File: src/rtl/instr_fetch_pkg.sv
// Shared fetch-stage types: FSM state encodings, MSP430 addressing-mode and opcode-class constants.
package instr_fetch_pkg;

  typedef enum logic [2:0] {
    FST_OP_REQ,
    FST_OP_WAIT,
    FST_EXT_REQ,
    FST_EXT_WAIT,
    FST_VALID
  } fetch_state_t;

  localparam logic [1:0] AS_REG = 2'b00;
  localparam logic [1:0] AS_IDX = 2'b01;
  localparam logic [1:0] AS_IND = 2'b10;
  localparam logic [1:0] AS_INC = 2'b11;

  localparam logic [2:0] OP_JUMP    = 3'b001;
  localparam logic [3:0] OP_ILLEGAL = 4'b0000;
  localparam logic [3:0] REG_CG2    = 4'd3;
  localparam logic [3:0] REG_PC     = 4'd0;

endpackage

File: src/rtl/instr_len.sv
// Combinational MSP430 instruction length decode: which extension words follow an opcode word.
// No state, zero latency; also usable by the decoder.
module instr_len
  import instr_fetch_pkg::*;
(
  input  logic [15:0] word,
  output logic        need_src,
  output logic        need_dst,
  output logic [1:0]  n_ext,
  output logic        illegal
);

  logic       is_jump;
  logic       fmt1;
  logic [3:0] rs;
  logic [1:0] as_mode;
  logic       unused_bw;

  // Byte/word select does not affect instruction length.
  assign unused_bw = word[6];

  always_comb begin
    illegal  = (word[15:12] == OP_ILLEGAL);
    is_jump  = (word[15:13] == OP_JUMP);
    fmt1     = (word[15:14] != 2'b00);
    rs       = fmt1 ? word[11:8] : word[3:0];
    as_mode  = word[5:4];
    need_src = 1'b0;
    need_dst = 1'b0;
    if (!illegal && !is_jump) begin
      // R3 is always a constant generator; R2 only for As=1x, which the rule below never selects.
      need_src = ((as_mode == AS_IDX) && (rs != REG_CG2)) ||
                 ((as_mode == AS_INC) && (rs == REG_PC));
      need_dst = fmt1 && word[7];
    end
    n_ext = {1'b0, need_src} + {1'b0, need_dst};
  end

endmodule

File: src/rtl/instr_fetch.sv
// MSP430 fetch stage: reads opcode plus extension words from a 1-cycle ROM and presents one registered
// bundle; valid 2+2*n_ext cycles after OP_REQ, held stable with no ROM reads while instr_ready is low.
module instr_fetch
  import instr_fetch_pkg::*;
#(
  parameter logic [15:0] RESET_PC = 16'h0000
) (
  input  logic        clk,
  input  logic        rst,
  output logic [15:0] MAB_out,
  output logic        rom_rd,
  input  logic [15:0] MDB_out,
  input  logic        redirect,
  input  logic [15:0] redirect_pc,
  output logic        instr_valid,
  input  logic        instr_ready,
  output logic [15:0] instr_word,
  output logic [15:0] src_ext,
  output logic [15:0] dst_ext,
  output logic [1:0]  n_ext,
  output logic [15:0] instr_pc,
  output logic        illegal,
  output logic [15:0] pc_out
);

  fetch_state_t state;
  logic [15:0]  pc;
  logic         need_src_q;
  logic         src_taken;
  logic [1:0]   remain;

  logic         len_src;
  logic         unused_len_dst;
  logic [1:0]   len_n;
  logic         len_illegal;
  logic         unused_redirect_lsb;

  assign unused_redirect_lsb = redirect_pc[0];

  instr_len u_len (
    .word     (MDB_out),
    .need_src (len_src),
    .need_dst (unused_len_dst),
    .n_ext    (len_n),
    .illegal  (len_illegal)
  );

  assign rom_rd  = (state == FST_OP_REQ) || (state == FST_EXT_REQ);
  assign MAB_out = pc;
  assign pc_out  = pc;

  always_ff @(posedge clk) begin
    if (rst) begin
      state       <= FST_OP_REQ;
      pc          <= {RESET_PC[15:1], 1'b0};
      instr_valid <= 1'b0;
      instr_word  <= 16'h0000;
      src_ext     <= 16'h0000;
      dst_ext     <= 16'h0000;
      n_ext       <= 2'd0;
      illegal     <= 1'b0;
      instr_pc    <= 16'h0000;
      need_src_q  <= 1'b0;
      src_taken   <= 1'b0;
      remain      <= 2'd0;
    end else if (redirect) begin
      // Any read in flight is simply never captured; the restarted fetch overwrites the bundle.
      pc          <= {redirect_pc[15:1], 1'b0};
      instr_valid <= 1'b0;
      state       <= FST_OP_REQ;
    end else begin
      case (state)
        FST_OP_REQ: begin
          instr_pc <= pc;
          pc       <= pc + 16'd2;
          state    <= FST_OP_WAIT;
        end
        FST_OP_WAIT: begin
          instr_word <= MDB_out;
          src_ext    <= 16'h0000;
          dst_ext    <= 16'h0000;
          n_ext      <= len_n;
          illegal    <= len_illegal;
          need_src_q <= len_src;
          src_taken  <= 1'b0;
          remain     <= len_n;
          if (len_n == 2'd0) begin
            instr_valid <= 1'b1;
            state       <= FST_VALID;
          end else begin
            state <= FST_EXT_REQ;
          end
        end
        FST_EXT_REQ: begin
          pc    <= pc + 16'd2;
          state <= FST_EXT_WAIT;
        end
        FST_EXT_WAIT: begin
          // Source extension word always precedes the destination one in memory.
          if (need_src_q && !src_taken) begin
            src_ext   <= MDB_out;
            src_taken <= 1'b1;
          end else begin
            dst_ext <= MDB_out;
          end
          remain <= remain - 2'd1;
          if (remain == 2'd1) begin
            instr_valid <= 1'b1;
            state       <= FST_VALID;
          end else begin
            state <= FST_EXT_REQ;
          end
        end
        FST_VALID: begin
          if (instr_ready) begin
            instr_valid <= 1'b0;
            state       <= FST_OP_REQ;
          end
        end
        default: state <= FST_OP_REQ;
      endcase
    end
  end

endmodule

File: config.mk
export PLATFORM = sky130hd
export DESIGN_NAME = instr_fetch
export DESIGN_NICKNAME = d
export VERILOG_FILES = /design/src/rtl/instr_fetch_pkg.sv /design/src/rtl/instr_len.sv /design/src/rtl/instr_fetch.sv
export SDC_FILE = /design/constraint.sdc
export NUM_CORES = 1
export LEC_CHECK = 0
export CAP_MARGIN = 20
export CORE_UTILIZATION = 40
export CTS_CLUSTER_DIAMETER = 80
export DETAILED_ROUTE_END_ITERATION = 7
export GPL_ROUTABILITY_DRIVEN = 0
export MAX_ROUTING_LAYER = met4
export PLACE_DENSITY = 0.8
export SLEW_MARGIN = 30
export SYNTH_ARGS = -nofsm -noshare
export SYNTH_HDL_FRONTEND = slang
export SYNTH_SLANG_ARGS = --single-unit
File: constraint.sdc
create_clock -name clk -period 1.7 [get_ports clk]
set_input_delay 0.17 -clock clk [delete_from_list [all_inputs] [get_ports clk]]
set_output_delay 0.17 -clock clk [all_outputs]
set_load 0.02 [all_outputs]
==> load_flow_metrics.sql <==
INSERT INTO impl_metrics (metric_group, metric, value, unit) VALUES
('outcome', 'run_status', 'complete, no violations', ''),
('synthesis', 'ys_async_sr_fraction', '0', '%'),
('synthesis', 'yosys.area_share.simple', '25.9', '%'),
('synthesis', 'mappedNetlistArea', '3930', 'um^2'),
('setup_path', 'cp_data_required_time', '1930', 'ps'),
('floorplanning', 'placement_rows', '35', ''),
('detailed_routing', 'detail_route.drc_violations', '0', ''),
('worst_hold_path', 'holdCritStartpoint', 'rst', ''),
('detailed_routing', 'vias', '3988', ''),
('placed_design', 'total_placed_instance_area', '5570', 'um^2'),
('clock_network', 'cts.clk_slew.worst_paths', '100', 'ps'),
('setup_path', 'r2r-end', 'MAB_out[13]$_SDFFE_PP0P_', ''),
('power', 'vdd.ir_drop.worst', '0.000570', 'V'),
('placed_design', 'port_buffers', '132', ''),
('power', 'sequentialPowerShare', '48.6', '%'),
('sta', 'final_cycle_utilization_of_the_critical_path', '99.2', '%'),
('global_routing', 'grt_pass1_wl', '18.6', 'mm'),
('detailed_routing', 'drt_iter0_markers', '278', ''),
('power', 'p_sw_share', '28.5', '%'),
('power', 'pwr-share-clk', '33.1', '%'),
('synthesis', 'synthXorXnorAreaFrac', '2.45', '%'),
('synthesis', 'combinational_family_with_the_most_area_after_synthesis', 'simple AND/OR/NAND/NOR gates', ''),
('sta', 'timing.clock.skew', '16.0', 'ps'),
('layout', 'flow.area_growth_from_synthesis', '51.9', '%'),
('global_routing', 'grt.met3_usage', '4.51', '%'),
('worst_hold_path', 'worst_hold_path.endpoint', 'src_ext[13]$_SDFFE_PP0P_', ''),
('floorplanning', 'design.core.area', '9370', 'um^2'),
('detailed_routing', 'drtPass1Iterations', '5', ''),
('setup_path', 'cp.arrival', '1920', 'ps'),
('synthesis', 'mean_instance_size_in_the_synthesized_netlist', '8.51', 'um^2'),
('power', 'leakage', '0.00227', 'uW'),
('worst_hold_path', 'worstHoldPathCells', '2', ''),
('setup_path', 'r2r_depth', '6', ''),
('synthesis', 'synth_compound_gate_area_share', '16.7', '%'),
('setup_path', 'timing.critical_path.slowest_cell_delay', '490', 'ps'),
('sta', 'setup_repair_after_global_routing_missed_its_margin', 'yes', ''),
('layout', 'layout.cells.most_common', 'sky130_fd_sc_hd__clkdlybuf4s50_1', ''),
('global_routing', 'global_route.peak_usage_layer', 'met2', ''),
('synthesis', 'flop_and_latch_count_out_of_synthesis', '89', ''),
('setup_path', 'regToRegStartpoint', 'MAB_out[2]$_SDFFE_PP0P_', ''),
('setup_path', 'path_type_of_the_worst_setup_path', 'input pin to register', ''),
('power', 'internal-power', '3240', 'uW'),
('synthesis', 'postSynth.topFlopCell', 'sky130_fd_sc_hd__dfxtp_1', ''),
('floorplanning', 'floorplan.die.width', '101', 'um'),
('setup_path', 'worst-path-buf-inv', '1', ''),
('global_routing', 'globalRoute.totalOverflow', '0', ''),
('setup_path', 'worst_setup_path_end_kind', 'register', ''),
('detailed_routing', 'routed_via_density', '5.30', ''),
('sta', 'final_period_minus_worst_setup_slack', '1690', 'ps'),
('clock_network', 'cts_max_path_buffers', '2', ''),
('sta', 'highest_clock_frequency_the_design_can_meet', '593', 'MHz'),
('layout', 'mostFrequentLayoutCells', 'sky130_fd_sc_hd__clkdlybuf4s50_1 (108), sky130_fd_sc_hd__nand2_1 (95), sky130_fd_sc_hd__dfxtp_1 (85)', ''),
('global_routing', 'grt.met2_usage', '41.1', '%'),
('synthesis', 'synthesis.instances', '461', ''),
('global_routing', 'grtUsageMet1', '28.2', '%'),
('clock_network', 'worstSkewPairLatency', '360', 'ps'),
('setup_path', 'timing.critical_path.max_delay_family', 'simple AND/OR/NAND/NOR gates', ''),
('clock_network', 'clock_tree_from_tritoncts', 'built', ''),
('global_routing', 'grt_usage', '24.1', '%'),
('synthesis', 'synth-warning-count', '0', ''),
('setup_path', 'r2r_slack', '90', 'ps'),
('synthesis', 'synth-adder-area-share', '1.28', '%'),
('power', 'power.density_cell_area', '760', 'nW/um^2'),
('floorplanning', 'dieHeight', '101', 'um'),
('power', 'combPwrFrac', '18.3', '%'),
('clock_network', 'cts-htree-levels', '3', ''),
('global_routing', 'via_count_of_the_first_global_routing_pass', '3874', ''),
('placed_design', 'post-dp-hpwl', '8.58', 'mm'),
('detailed_routing', 'total_detailed_routing_wirelength', '12.1', 'mm'),
('sta', 'hold_viol_final', '0', ''),
('global_routing', 'antenna_found_initial', '0', '');
-- repair_timing --
item	4_1_cts	5_1_grt
gates cloned	0	2
setup endpoints to repair	24	39
gates resized for setup	26	20
hold buffers	0	0
setup buffers	1	3
pin swaps	7	13
-- registers in the layout, summed over array words and instances (netlist names) --
register and count:
illegal 1, instr_pc 15, remain 2, need_src_q 1
instr_valid 1, n_ext 2, dst_ext 16, MAB_out 15
src_ext 16, instr_word 16, state 3, src_taken 1
-- cells in the mapped netlist (3+ instances only) --
cell	instances	area share (%)
sky130_fd_sc_hd__nand2_1	95	9.1
sky130_fd_sc_hd__dfxtp_1	89	45
sky130_fd_sc_hd__a21oi_1	59	7.5
sky130_fd_sc_hd__nor2_1	31	3.0
sky130_fd_sc_hd__nand3_1	27	3.4
sky130_fd_sc_hd__buf_4	20	3.8
sky130_fd_sc_hd__a22oi_1	14	2.7
sky130_fd_sc_hd__buf_2	12	1.5
sky130_fd_sc_hd__clkbuf_1	12	1.1
sky130_fd_sc_hd__a211oi_1	10	1.9
sky130_fd_sc_hd__inv_1	7	0.67
sky130_fd_sc_hd__xnor2_1	7	1.6
sky130_fd_sc_hd__nor3_1	6	0.77
sky130_fd_sc_hd__ha_1	4	1.3
sky130_fd_sc_hd__nor2b_1	4	0.64
sky130_fd_sc_hd__nor3b_1	4	0.77
sky130_fd_sc_hd__nor4_2	4	1.3
sky130_fd_sc_hd__o21ai_0	4	0.51
sky130_fd_sc_hd__xor2_1	4	0.89
sky130_fd_sc_hd__nand3b_1	3	0.57
sky130_fd_sc_hd__nand4_1	3	0.48
sky130_fd_sc_hd__nor4_4	3	1.6
-- worst max-delay path by stage --
stage,cells after the start,end,from,slack (ps)
5_1_grt,5,MAB_out[5]$_SDFFE_PP0P_,MAB_out[1]$_SDFFE_PP0P_,-30
4_1_cts,9,state[2]$_SDFFE_PP0N_,MDB_out[14],-30
2_1_floorplan,8,state[2]$_SDFFE_PP0N_,MDB_out[8],-70
6_report,9,state[2]$_SDFFE_PP0N_,MDB_out[10],10
3_3_place_gp,9,state[2]$_SDFFE_PP0N_,MDB_out[8],-620
3_5_place_dp,9,state[2]$_SDFFE_PP0N_,MDB_out[8],-650
-- metrics by stage --
stage | TNS, ps | hold slack [ps] | power [uW] | std cells | setup slack, ps
after floorplan | -130 | 306 | 2640 | 463 | -74.5
after global placement | -5460 | 438 | 3020 | 731 | -623
after detailed placement | -7620 | 449 | 3040 | 731 | -655
after CTS | -57.4 | 176 | 4530 | 748 | -26.3
after global routing | -81.7 | 200 | 4710 | 753 | -32.5
final | 0 | 196 | 4530 | 753 | 14.0
-- power groups by stage --
stage | clock network (uW) | logic, uW | registers (uW)
after floorplan | 0 | 326 | 2320
after CTS | 1520 | 812 | 2200
after detailed placement | 0 | 797 | 2240
final | 1500 | 831 | 2200
after global placement | 0 | 782 | 2240
after global routing | 1610 | 886 | 2210
-- area by class of cell --
cell class	count	area, um^2
timing repair buffer	190	1810
multi-input combinational	322	1980
inverter	7	26.3
sequential	89	1790
fill	766	3410
clock buffer	10	128
clock inverter	6	72.6
tap	129	161
-- cells by family after synthesis --
logic type | Yosys count
adder cells (fa/ha/maj) | 4
multiplexers | 2
AND/OR/NAND/NOR | 197
other | 1
XOR/XNOR | 11
AO/OA/AOI/OAI | 103
buffers and inverters | 54
flip-flops | 89
-- routing by layer --
layer	share of wire (%)	vias up
met5	0	-
met4	1.8	0
met3	6.4	23
met2	50	174
met1	42	1889
li1	-	1902
Note: power is estimated with default switching activity, not from simulation.
==> patch, RTL diff (config.mk and constraints unchanged) <==
Encoding of `fetch_state_t`: now Gray code (3 bits for 5 states).
--- a/src/rtl/instr_fetch_pkg.sv
+++ b/src/rtl/instr_fetch_pkg.sv
@@ -2,11 +2,11 @@
 package instr_fetch_pkg;
 
   typedef enum logic [2:0] {
-    FST_OP_REQ,
-    FST_OP_WAIT,
-    FST_EXT_REQ,
-    FST_EXT_WAIT,
-    FST_VALID
+    FST_OP_REQ   = 3'b000,
+    FST_OP_WAIT  = 3'b001,
+    FST_EXT_REQ  = 3'b011,
+    FST_EXT_WAIT = 3'b010,
+    FST_VALID    = 3'b110
   } fetch_state_t;
 
   localparam logic [1:0] AS_REG = 2'b00;
Check against the original RTL: same outputs for any inputs over 10 cycles, from zero or initial values and one cycle with rst high; not proved beyond that.
==> patch against the unedited design <==
  * Routed wire length up 2.0%
  * Area after synthesis fell by 2.1%
  * Sequential cell count unchanged
  * Synthesized cell count rose by 1.1%
  * First-iteration DRC count down 48%
  * Setup slack better by 0.030 ns
  * Global-route usage rose by 1.2 points
  * Design area fell by 0.15%
  * Total power up 2.1%
  * Core utilization up 0.51 points
  * Register-to-register slack lost 0.04 ns
  * Non-clock buffer count up 2
  * Maximum frequency grew 1.8%
  * Critical path type is now reg -> out
==> patch: results (changes against the unedited design) <==
[run_status]
status=finished, final reports clean

[grt]
grt_max_degree=59  ; +79%
first_global_vias=4121  ; +6.4%
grt_pass1_wl_um=19300  ; +3.6%
grt_use_total=0.252  ; +0.0116
antenna_found_initial=0  ; unchanged

[drt]
first_pass_iters=5  ; unchanged
finalWirelength_um=12400  ; +2.0%
first_iter_violations=144  ; -48%
routed_via_density=5.35  ; +1.1%

[synthesis]
synthTopCellsByCount=nand2_1, dfxtp_1, a21oi_1, nor2_1, o21ai_0
synthDistinctLibCells=52  ; -3.7%
yosysSeqAreaShare=0.464  ; +0.00991
async_reset_ff_frac=0  ; unchanged
ys_warn_count=0  ; unchanged
synthCells=466  ; +1.1%
synth.area.top_cells=dfxtp_1, nand2_1, a21oi_1

[finish]
n_antenna_cell=0  ; unchanged
fillers=766  ; unchanged
top_regs=dst_ext x16, instr_word x16, src_ext x16
final_nets=663  ; +0.61%
drive_above_1_share=0.179  ; +0.00235

[critical_path]
cp.arrival_ns=1.49  ; -0.43 ns
worstSetupPathType=reg -> out
reg2reg_slack_ns=0.05  ; -0.04 ns
critPathTopFamily=buffers and inverters
critical_path.max_fanout=6  ; +4
critPathMaxStageDelay_ns=0.66  ; +0.17 ns
cpMaxStageDelayCell=clkdlybuf4s50_1

[placement]
dpl.hpwl_um=8480  ; -1.1%
io_buffers=132  ; unchanged

[pwr]
cellLeakagePower_nw=2.28  ; +0.11%
p_switching_w=0.00133  ; +2.8%
ir_worst_vdd_mv=0.489  ; -14%

[clocking]
htreeDepth=3  ; unchanged
clk_latency_ns=0.36  ; about the same
cts_buffer_depth=2  ; unchanged
cts_root_buf=clkbuf_8
numCtsBuffers=9  ; unchanged
clk_pin_slew_ns=0.10  ; about the same

[timing]
slew_headroom=0.657  ; +0.0647
setup_viol=0  ; unchanged
fin_worst_skew_ns=0.0151  ; -0.000875 ns

[floorplan]
initial_core_util=0.414  ; -0.00508

[min_path]
hold_class=in -> reg

patch: cell count changes after synthesis, moves of 4 or more:
cell and delta:
nor4_2 -4, nand3_1 -23, o21ai_0 +22, nor2_1 +6
clkbuf_1 +6, xor2_1 -4, buf_2 -5, nor4_1 +5
patch: routing by layer:
layer	up-vias	share of wire	wire length, µm	global-route usage
met1	1947	0.39	4870	0.271
li1	1903	-	-	-
met4	0	0.023	284	0.100
met3	25	0.075	929	0.0648
met5	-	0	0	-
met2	171	0.51	6280	0.445
patch: power by group through the flow:
stage	registers (W)	logic, W	clock network, W
after CTS	0.00221	0.000859	0.00152
after global routing	0.00223	0.000950	0.00163
after detailed placement	0.00226	0.000848	0
final	0.00222	0.000888	0.00152
after floorplan	0.00234	0.000341	0
after global placement	0.00226	0.000832	0
patch: logic make-up (layout without fill, tap and decap cells):
family	Yosys count	after routing	synth area share
XOR/XNOR	9	9	0.0225
buffers and inverters	57	216	0.0834
multiplexers	1	1	0.00261
other	1	3	0.000976
AO/OA/AOI/OAI	126	126	0.196
AND/OR/NAND/NOR	179	179	0.218
flip-flops	89	89	0.464
adder cells (fa/ha/maj)	4	4	0.0130
patch: worst paths after layout:
path / from / endpoint / depth (start not counted)
min: MDB_out[3] / dst_ext[3] / 4
min reg2reg: instr_pc[14] / instr_pc[14] / 2
max: MAB_out[13] / pc_out[13] / 1
max reg2reg: state[0] / dst_ext[10] / 6
patch: what timing repair did:
item	4_1_cts	5_1_grt
gates cloned	0	0
pin swaps	8	10
gates resized for setup	24	37
hold buffers	0	0
endpoints found under the setup margin	45	58
buffers inserted	1	2
patch: area by class of cell:
type	count	area [µm²]	share of cell area
multi-input cells	322	1890	0.318
repair buffers	192	1870	0.314
flip-flops and latches	89	1790	0.301
well taps	129	161	0.0271
clock buffers	10	138	0.0231
clock inverters	5	63.8	0.0107
inverters	9	33.8	0.00567
patch: stage by stage:
step	setup slack [ns]	setup TNS, ns	area [µm²]	hold WS [ns]	instances
6_report	0.0444	0	5950	0.247	756
5_1_grt	-0.0835	-0.227	5950	0.261	756
4_1_cts	0.00297	0	5800	0.243	754
3_5_place_dp	-0.560	-7.29	5540	0.448	738
3_3_place_gp	-0.541	-4.56	5540	0.443	738
2_1_floorplan	0.00697	0	3850	0.306	468
